==> src/rtl/display_scan_ctrl.sv <==
// display_scan_ctrl: 8-digit seven-segment scan sequencer with guard gaps and frame-synchronous double buffering
module display_scan_ctrl #(
    parameter int REFRESH_DIV = 100000,
    parameter int GUARD_CYC = 4
) (
    input  logic        clk,
    input  logic        rst,
    input  logic        en,
    input  logic        load,
    input  logic [31:0] din,
    input  logic        blank_lz,
    output logic [7:0]  anode,
    output logic [2:0]  digit_sel,
    output logic [3:0]  nibble,
    output logic        pending,
    output logic        frame_done
);
    localparam int PW = $clog2(REFRESH_DIV);
    localparam int GW = GUARD_CYC > 1 ? $clog2(GUARD_CYC) : 1;
    localparam logic [PW-1:0] P_LAST = PW'(REFRESH_DIV - 1);
    localparam logic [GW-1:0] G_LAST = GW'(GUARD_CYC - 1);

    typedef enum logic [1:0] {IDLE, DRIVE, GUARD} state_t;

    state_t state, state_n;
    logic [31:0] shadow, active;
    logic [PW-1:0] presc;
    logic [GW-1:0] gcnt;
    logic drive_end, guard_end, wrap, apply, blanked;

    always_comb begin
        drive_end = en && state == DRIVE && presc == P_LAST;
        guard_end = en && state == GUARD && gcnt == G_LAST;
        wrap = guard_end && digit_sel == 3'd7;
        apply = (en && state == IDLE) || wrap;
        state_n = !en ? IDLE : state == IDLE ? DRIVE : drive_end ? GUARD : guard_end ? DRIVE : state;
        blanked = blank_lz && digit_sel != 3'd0 && (active >> {digit_sel, 2'b00}) == 32'd0;
        anode = (state == DRIVE && !blanked) ? ~(8'd1 << digit_sel) : 8'hFF;
        nibble = active[{digit_sel, 2'b00} +: 4];
    end

    always_ff @(posedge clk) begin
        if (rst) begin
            state <= IDLE;
            shadow <= '0;
            active <= '0;
            pending <= 1'b0;
            frame_done <= 1'b0;
            presc <= '0;
            gcnt <= '0;
            digit_sel <= '0;
        end else begin
            state <= state_n;
            frame_done <= wrap;
            presc <= (en && state == DRIVE && !drive_end) ? presc + 1'b1 : '0;
            gcnt <= (en && state == GUARD && !guard_end) ? gcnt + 1'b1 : '0;
            digit_sel <= state_n == IDLE ? 3'd0 : digit_sel + 3'(guard_end);
            shadow <= load ? din : shadow;
            // shadow equals active whenever nothing is pending, so copying unconditionally is safe
            active <= apply ? (load ? din : shadow) : active;
            pending <= apply ? 1'b0 : (load ? 1'b1 : pending);
        end
    end
endmodule

==> config.mk <==
export PLATFORM = sky130hd
export DESIGN_NAME = display_scan_ctrl
export DESIGN_NICKNAME = d
export VERILOG_FILES = /design/src/rtl/display_scan_ctrl.sv
export SDC_FILE = /design/constraint.sdc
export NUM_CORES = 1
export LEC_CHECK = 0
export ABC_AREA = 1
export CELL_PAD_IN_SITES_DETAIL_PLACEMENT = 0
export CELL_PAD_IN_SITES_GLOBAL_PLACEMENT = 1
export CORE_MARGIN = 2
export CORE_UTILIZATION = 40
export DETAILED_ROUTE_END_ITERATION = 8
export GPL_ROUTABILITY_DRIVEN = 0
export PLACE_DENSITY_LB_ADDON = 0.08
export SLEW_MARGIN = 15
export SYNTH_ARGS = -nofsm -noshare
export SYNTH_HDL_FRONTEND = slang
export SYNTH_SLANG_ARGS = --single-unit
==> constraint.sdc <==
create_clock -name clk -period 2.1 [get_ports clk]
set_input_delay 0.42 -clock clk [delete_from_list [all_inputs] [get_ports clk]]
set_output_delay 0.42 -clock clk [all_outputs]
set_load 0.05 [all_outputs]
Yosys cells after proc, flatten, opt, wreduce, memory -nomap -nowiden
Cells that the tools add are included.

word-level totals
  register bits = 90
  input bits = 37
  output and inout port bits = 17
  word-level logic and storage cells = 51

cells by class
  $add $sub $neg = 3
  eq/ne operators = 5
  shift operators = 3
  muxes and demuxes = 6
  bitwise gates (word level) = 3
  reductions and logical operators = 23

operators with widths
  cell                   number
  $logic_not 32->1       1
  $mux 32                1
  $shiftx 32x6->4        1
  $shr 32x5->32          1
  $add 17x1->17 const B  1
  $eq 17x17->1 const B   1
  $logic_and 1x1->1      11
  $mux 2                 4
  $mux 8                 1
  $not 8->8              1
  $reduce_or 2->1        4
  $shl 1x3->8 const A    1
  $eq 2x2->1 const B     2
  $logic_not 2->1        2
  $add 3x1->3            1
  $eq 3x3->1 const B     1
  $logic_not 1->1        3
  $reduce_bool 3->1      1
  $add 2x1->2 const B    1
  $eq 2x1->1 const B     1
  $not 1->1              2
  $logic_or 1x1->1       1

Logic depth before layout (Yosys ltp)
Gate-level depths: netlist of run 1.

  depth in word-level cells = 9
  depth in mapped cells = 12
  depth with buffers taken out = 12

Worst setup path after synthesis of run 1
No wires, ideal clock.

  path type = register to output
  start point = register digit_sel[0]
  end point = output port anode[0]
  data arrival time = 2.419 ns
  setup slack = -0.739 ns
  stages on the path, launching flop included = 12
  cell sequence = dfxtp_1 > inv_2 > buf_6 > nand2_1 > nand3_1 > nand3_1 > nand2_1 > nor2_1 > nand2_1 > nor2_1 > nand2_2 > nand3_1

on the way
  word-level cells in the longest chain between the ends = 6

ends and longest elaborated chain
  item                                                          line  RTL
  start: declaration                                            13    output logic [2:0] digit_sel,
  start signal: assignment                                      57    digit_sel <= state_n == IDLE ? 3'd0 : digit_sel + 3'(guard_end);
  $shr 32x5->32 / $reduce_bool 3->1 (equally long branches)     37    blanked = blank_lz && digit_sel != 3'd0 && (active >> {digit_sel, 2'b00}) == 32'd0;
  $logic_not 32->1 / $logic_and 1x1->1 (equally long branches)  37
  $logic_and 1x1->1                                             37
  $logic_not 1->1                                               38    anode = (state == DRIVE && !blanked) ? ~(8'd1 << digit_sel) : 8'hFF;
  $logic_and 1x1->1                                             38
  $mux 8 *                                                      38
  end: declaration                                              12    output logic [7:0] anode,

Mark *: on every way between the ends. The rest lies on a longest branch, timed or not.

Final worst setup path of run 1
  start point = register digit_sel[0]
  end point = output port anode[2]

The elaborated chain is that of the path after synthesis.

==> results.json, run 1 <==
{
  "status": "finished with violations",
  "failed_checks": "negative setup slack",
  "grt_setup_unrepaired": "true",
  "final_area_um2": 5590,
  "hp-start": "gcnt[0]",
  "worstSetupStartpointType": "flop",
  "synth-seq-cells": 90,
  "synth_flop_cell": "dfxtp_1",
  "final.setup.worst_slack_ns": -0.4437,
  "cts_inserted_buffers": 9,
  "antenna_found_initial": 0,
  "reg2reg_from": "digit_sel[1]",
  "placed_area_um2": 5120,
  "hold_class": "reg -> reg",
  "hold_violations": 0,
  "via_count": 3669,
  "die_y_um": 104.1,
  "via_per_inst": 4.828,
  "grt_pass1_wl_mm": 16.06,
  "wl_per_cell_um": 12.59,
  "cp-end-kind": "primary output",
  "drc": 0,
  "clock_latency_ns": 0.37,
  "max_freq_mhz": 393.1,
  "syn_inst": 542,
  "antenna_left": 0,
  "hpwlAfterDp_mm": 6.844,
  "clock_skew_ns": 0.01048,
  "worstPathRequired_ns": 1.68,
  "power_uw": 3587,
  "portBuffers": 53,
  "ys_seq_area_frac": 0.4493,
  "gr-total-overflow": 0,
  "setup_viol": 12,
  "crit_type": "reg -> out",
  "clockRootBuffer": "clkbuf_8",
  "drt_iter0_markers": 143,
  "syn_to_final_growth_pct": 39.41,
  "p_per_area_nw_per_um2": 641.6,
  "ctsLongestPathBuffers": 2,
  "grt_pass1_vias": 3378,
  "synth_warnings": 0,
  "syn_avg_cell_area_um2": 7.399,
  "final_nets": 663,
  "syn-num-nets": 583,
  "dr.pass1.iters": 4,
  "initial_utilization": 0.4103,
  "grt_use_met3": 0.03885,
  "worst_pin_slew_ns": 0.4967,
  "gr-max-usage-layer": "met2",
  "synth_area_um2": 4010,
  "io_pins": 54,
  "fin_util": 0.5719,
  "use_met1": 0.2485,
  "drive_gt1_frac": 0.2169,
  "critPathArrivalTime_ns": 2.12,
  "final_common_cell": "nand2_1",
  "clkSinkCount": 90,
  "grt_util_all_layers": 0.1799,
  "grt_max_degree": 48,
  "fin_crit_sh": 1.211,
  "pre_cts_ws_ns": -0.1253,
  "crit_start": "digit_sel[0]",
  "worstPathMaxFanout": 8,
  "synth_edf_count": 0,
  "gr-usage-met2": 0.2787,
  "rows": 36,
  "drt-total-wl_mm": 9.568,
  "peakVddDrop_v": 0.0003859,
  "slew_headroom": 0.6678,
  "max_cap_viol_count": 0,
  "layout_common_cells": "nand2_1 (90), nor2_1 (87), dfxtp_1 (87), a21oi_1 (38)",
  "leakagePower_uw": 0.002381,
  "ys_types": 30,
  "synthArstFlopShare": 0,
  "clkTransAtPathRegs_ns": 0.09,
  "slew_violations": 0,
  "dieWidth_um": 104.1,
  "final.min_clock_period_ns": 2.544,
  "core-area_um2": 9774,
  "dieArea_um2": 10840,
  "cts.htree.levels": 3,
  "insertedDiodeCount": 0,
  "cts_tree": "yes"
}
-- through the flow --
stage / setup TNS [ns] / std cells / hold WS [ns]
final: -3.882 / 760 / 0.4208
after global routing: -5.113 / 760 / 0.4407
after CTS: -3.845 / 757 / 0.4250
after detailed placement: -0.8208 / 734 / 0.4107
after global placement: -0.6799 / 734 / 0.4062
after floorplan: -0.1295 / 542 / 0.3973
-- logic make-up after synthesis --
logic type      count (synthesis)  synth area share
buf+inv                        66           0.06958
xor+xnor                        7           0.01529
fa+ha+maj                       4           0.01248
compound gates                 80            0.1017
mux                            32           0.07988
simple gates                  263            0.2718
flops                          90            0.4493
-- worst paths after layout --
check,endpoint,slack [ns],cells past startpoint
worst max-delay path,anode[2],-0.44,12
worst min-delay path,gcnt[0],0.42,1
worst max register to register,active[27],0.26,9
worst min register to register,gcnt[0],0.42,1
-- state kept, by name, indices dropped and copies added (netlist names) --
| signal | cells |
|---|---|
| active | 32 |
| digit_sel | 3 |
| frame_done | 1 |
| gcnt | 2 |
| pending | 1 |
| presc | 17 |
| shadow | 32 |
| state | 2 |
-- cell type report --
cell class | count | area, µm²
timing repair buffer | 93 | 1007
clock buffer | 9 | 123.9
inverter | 41 | 168.9
timing repair inverter | 1 | 8.758
clock inverter | 7 | 87.58
sequential | 90 | 1810
multi-input combinational | 386 | 2217
tap | 133 | 166.4
fill | 948 | 4184
-- critical path, cell delays in order, from the launching register on --
cell and delay [ns]:
dfxtp_4 0.37, buf_12 0.14, buf_8 0.14, nand2_2 0.06
o21ai_2 0.07, nor2_2 0.09, nand2_1 0.08, o21ai_2 0.15
nand3_2 0.11, nor2_4 0.16, nand2_8 0.13, nand3_4 0.12
buf_12 0.14
-- where the power goes --
part	internal, µW	switching, µW	leakage (µW)	total (µW)
combinational	225	263	0.00153	488
clock	584	675	0.000109	1260
sequential	1790	49.3	0.000741	1840
-- synthesized netlist by cell type, types with 4 or more instances --
library cell	n	share of area
nor3_1	11	0.014
nor2_1	95	0.089
inv_1	39	0.037
mux2i_1	32	0.080
dfxtp_1	90	0.45
nand2_1	112	0.10
nand4_1	5	0.0078
o21ai_0	37	0.046
buf_2	13	0.016
ha_1	4	0.012
xor2_1	4	0.0087
clkbuf_1	8	0.0075
nand3_1	28	0.035
a21oi_1	38	0.047
-- layer usage --
layer  vias to the layer above  routed length, µm  part of all wire
li1                       1924                  -                 -
met1                      1672               4795              0.50
met2                        58               4333              0.45
met3                        15                291             0.030
met4                         0                148             0.015
met5                         -                  0                 0
-- timing repair --
action | CTS | global route
hold endpoints to repair | 0 | 0
setup endpoints to repair | 13 | 12
setup buffers | 7 | 3
gates resized for setup | 20 | 38
hold buffers | 0 | 0
pin swaps | 16 | 21
cloned | 0 | 1
(Power assumes the default switching activity.)
==> run 2: changes to the inputs <==
--- a/config.mk
+++ b/config.mk
@@ -9,8 +9,9 @@
 export CELL_PAD_IN_SITES_DETAIL_PLACEMENT = 0
 export CELL_PAD_IN_SITES_GLOBAL_PLACEMENT = 1
 export CORE_MARGIN = 2
-export CORE_UTILIZATION = 40
+export CORE_UTILIZATION = 46
 export DETAILED_ROUTE_END_ITERATION = 8
+export DONT_BUFFER_PORTS = 1
 export GPL_ROUTABILITY_DRIVEN = 0
 export PLACE_DENSITY_LB_ADDON = 0.08
 export SLEW_MARGIN = 15
==> results.json, run 2 (synthesized netlist as in run 1, its figures left out) <==
{
  "clock_latency_ns": 0.36,
  "pre_cts_ws_ns": -0.04270,
  "antenna_found_initial": 0,
  "cts.htree.levels": 3,
  "portBuffers": 0,
  "cp-end-kind": "primary output",
  "drc": 0,
  "status": "finished with violations",
  "final.setup.worst_slack_ns": -0.3311,
  "crit_type": "reg -> out",
  "syn_to_final_growth_pct": 21.93,
  "drt_iter0_markers": 127,
  "insertedDiodeCount": 0,
  "layout_common_cells": "nor2_1 (88), nand2_1 (88), dfxtp_1 (87), a21oi_1 (38), inv_1 (35)",
  "hold_class": "in -> reg",
  "setup_viol": 11,
  "peakVddDrop_v": 0.0004130,
  "wl_per_cell_um": 13.94,
  "hpwlAfterDp_mm": 6.511,
  "grt_setup_unrepaired": "true",
  "grt_util_all_layers": 0.2070,
  "slew_violations": 0,
  "antenna_left": 0,
  "grt_pass1_vias": 3325,
  "max_freq_mhz": 411.3,
  "worstPathMaxFanout": 8,
  "cts_inserted_buffers": 9,
  "max_cap_viol_count": 0,
  "worstSetupStartpointType": "flop",
  "reg_top3": "active: 32 flops, shadow: 32 flops, presc: 17 flops",
  "leakagePower_uw": 0.002055,
  "initial_utilization": 0.4667,
  "ctsLongestPathBuffers": 2,
  "dieWidth_um": 97.37,
  "grt_max_degree": 56,
  "grt_pass1_wl_mm": 16.19,
  "via_per_inst": 5.069,
  "worst_pin_slew_ns": 0.5038,
  "worstPathRequired_ns": 1.68,
  "power_uw": 3381,
  "holdBufCountCts": 0,
  "final_nets": 605,
  "critPathArrivalTime_ns": 2.01,
  "clkSinkCount": 90,
  "hold_violations": 0,
  "clkTransAtPathRegs_ns": 0.10,
  "failed_checks": "negative setup slack",
  "dr.pass1.iters": 4,
  "drt-total-wl_mm": 9.439,
  "io_pins": 54,
  "drive_gt1_frac": 0.2127,
  "clockRootBuffer": "clkbuf_8",
  "via_count": 3432,
  "final.min_clock_period_ns": 2.431,
  "core-area_um2": 8593,
  "fin_crit_sh": 1.158,
  "slew_headroom": 0.6637,
  "gr-total-overflow": 0,
  "p_per_area_nw_per_um2": 691.5,
  "cts_tree": "yes",
  "clock_skew_ns": 0.01416,
  "dieArea_um2": 9481,
  "rows": 34,
  "die_y_um": 97.37
}
-- run 2: cell count changes in the layout (fill, tap and decap cells not counted), sizes merged --
cell	before	now
buf	55	36
dlygate4sd2	1	0
clkdlybuf4s50	37	0
bufinv	1	0
-- run 2: cell type report --
cell class / instances / area [µm²]
well taps: 108 / 135.1
flip-flops and latches: 90 / 1810
inverters: 41 / 161.4
clock buffers: 9 / 123.9
fillers: 820 / 3704
repair buffers: 36 / 355.3
clock inverters: 7 / 65.06
multi-input cells: 386 / 2238
-- run 2: repair_timing --
item,in CTS,in global routing
cloned,1,0
buffers inserted,7,0
gates resized for setup,29,27
setup endpoints to repair,10,12
pin swaps,17,15
-- run 2: through the flow --
step	setup TNS, ns	area [µm²]	hold slack (ns)	utilization	instances
detailed placement	-0.2968	4453	0.4145	0.5182	653
global placement	-0.05416	4453	0.4057	0.5182	653
global route	-3.899	4890	0.09672	0.5690	677
finish	-2.722	4890	0.1242	0.5690	677
CTS	-2.988	4806	0.1009	0.5593	677
floorplan	-0.1295	4194	0.3973	-	542
-- run 2: report_power, final --
group / switching (µW) / total [µW] / leakage [µW] / internal [µW]
Combinational: 220 / 372 / 0.00121 / 152
Sequential: 56.9 / 1850 / 0.000741 / 1790
Clock: 695 / 1160 / 0.000100 / 467
-- run 2: final timing paths --
check / startpoint / endpoint / slack, ns / depth (start not counted)
max reg2reg: digit_sel[2] / active[9] / 0.34 / 7
min: rst / shadow[0] / 0.12 / 1
min reg2reg: gcnt[0] / gcnt[0] / 0.42 / 1
max: digit_sel[0] / anode[6] / -0.33 / 11
-- run 2: layer usage --
metal	vias up	share of wire	GRT usage
li1	1804	-	-
met3	8	0.035	0.04532
met5	-	0	0
met4	0	0.0099	0.04701
met1	1563	0.52	0.3001
met2	57	0.44	0.3167
-- run 2: critical path: stages, from the launching register on --
cell,delay (ns)
dfxtp_4,0.47
buf_8,0.16
nor2_4,0.06
inv_2,0.08
nor2_2,0.05
nor2_1,0.11
nand2_1,0.10
nor2_4,0.10
nand2_2,0.07
nor2_4,0.13
nand2_8,0.13
nand3_4,0.20
==> run 3: changes to the inputs <==
--- a/config.mk
+++ b/config.mk
@@ -9,12 +9,11 @@
 export CELL_PAD_IN_SITES_DETAIL_PLACEMENT = 0
 export CELL_PAD_IN_SITES_GLOBAL_PLACEMENT = 1
 export CORE_MARGIN = 2
-export CORE_UTILIZATION = 46
+export CORE_UTILIZATION = 40
 export DETAILED_ROUTE_END_ITERATION = 8
-export DONT_BUFFER_PORTS = 1
 export GPL_ROUTABILITY_DRIVEN = 0
 export PLACE_DENSITY_LB_ADDON = 0.08
-export SLEW_MARGIN = 15
+export SLEW_MARGIN = 20
 export SYNTH_ARGS = -nofsm -noshare
 export SYNTH_HDL_FRONTEND = slang
 export SYNTH_SLANG_ARGS = --single-unit
==> results of run 3 <==
No change in the layout: final DEF, timing and power equal those of run 1.
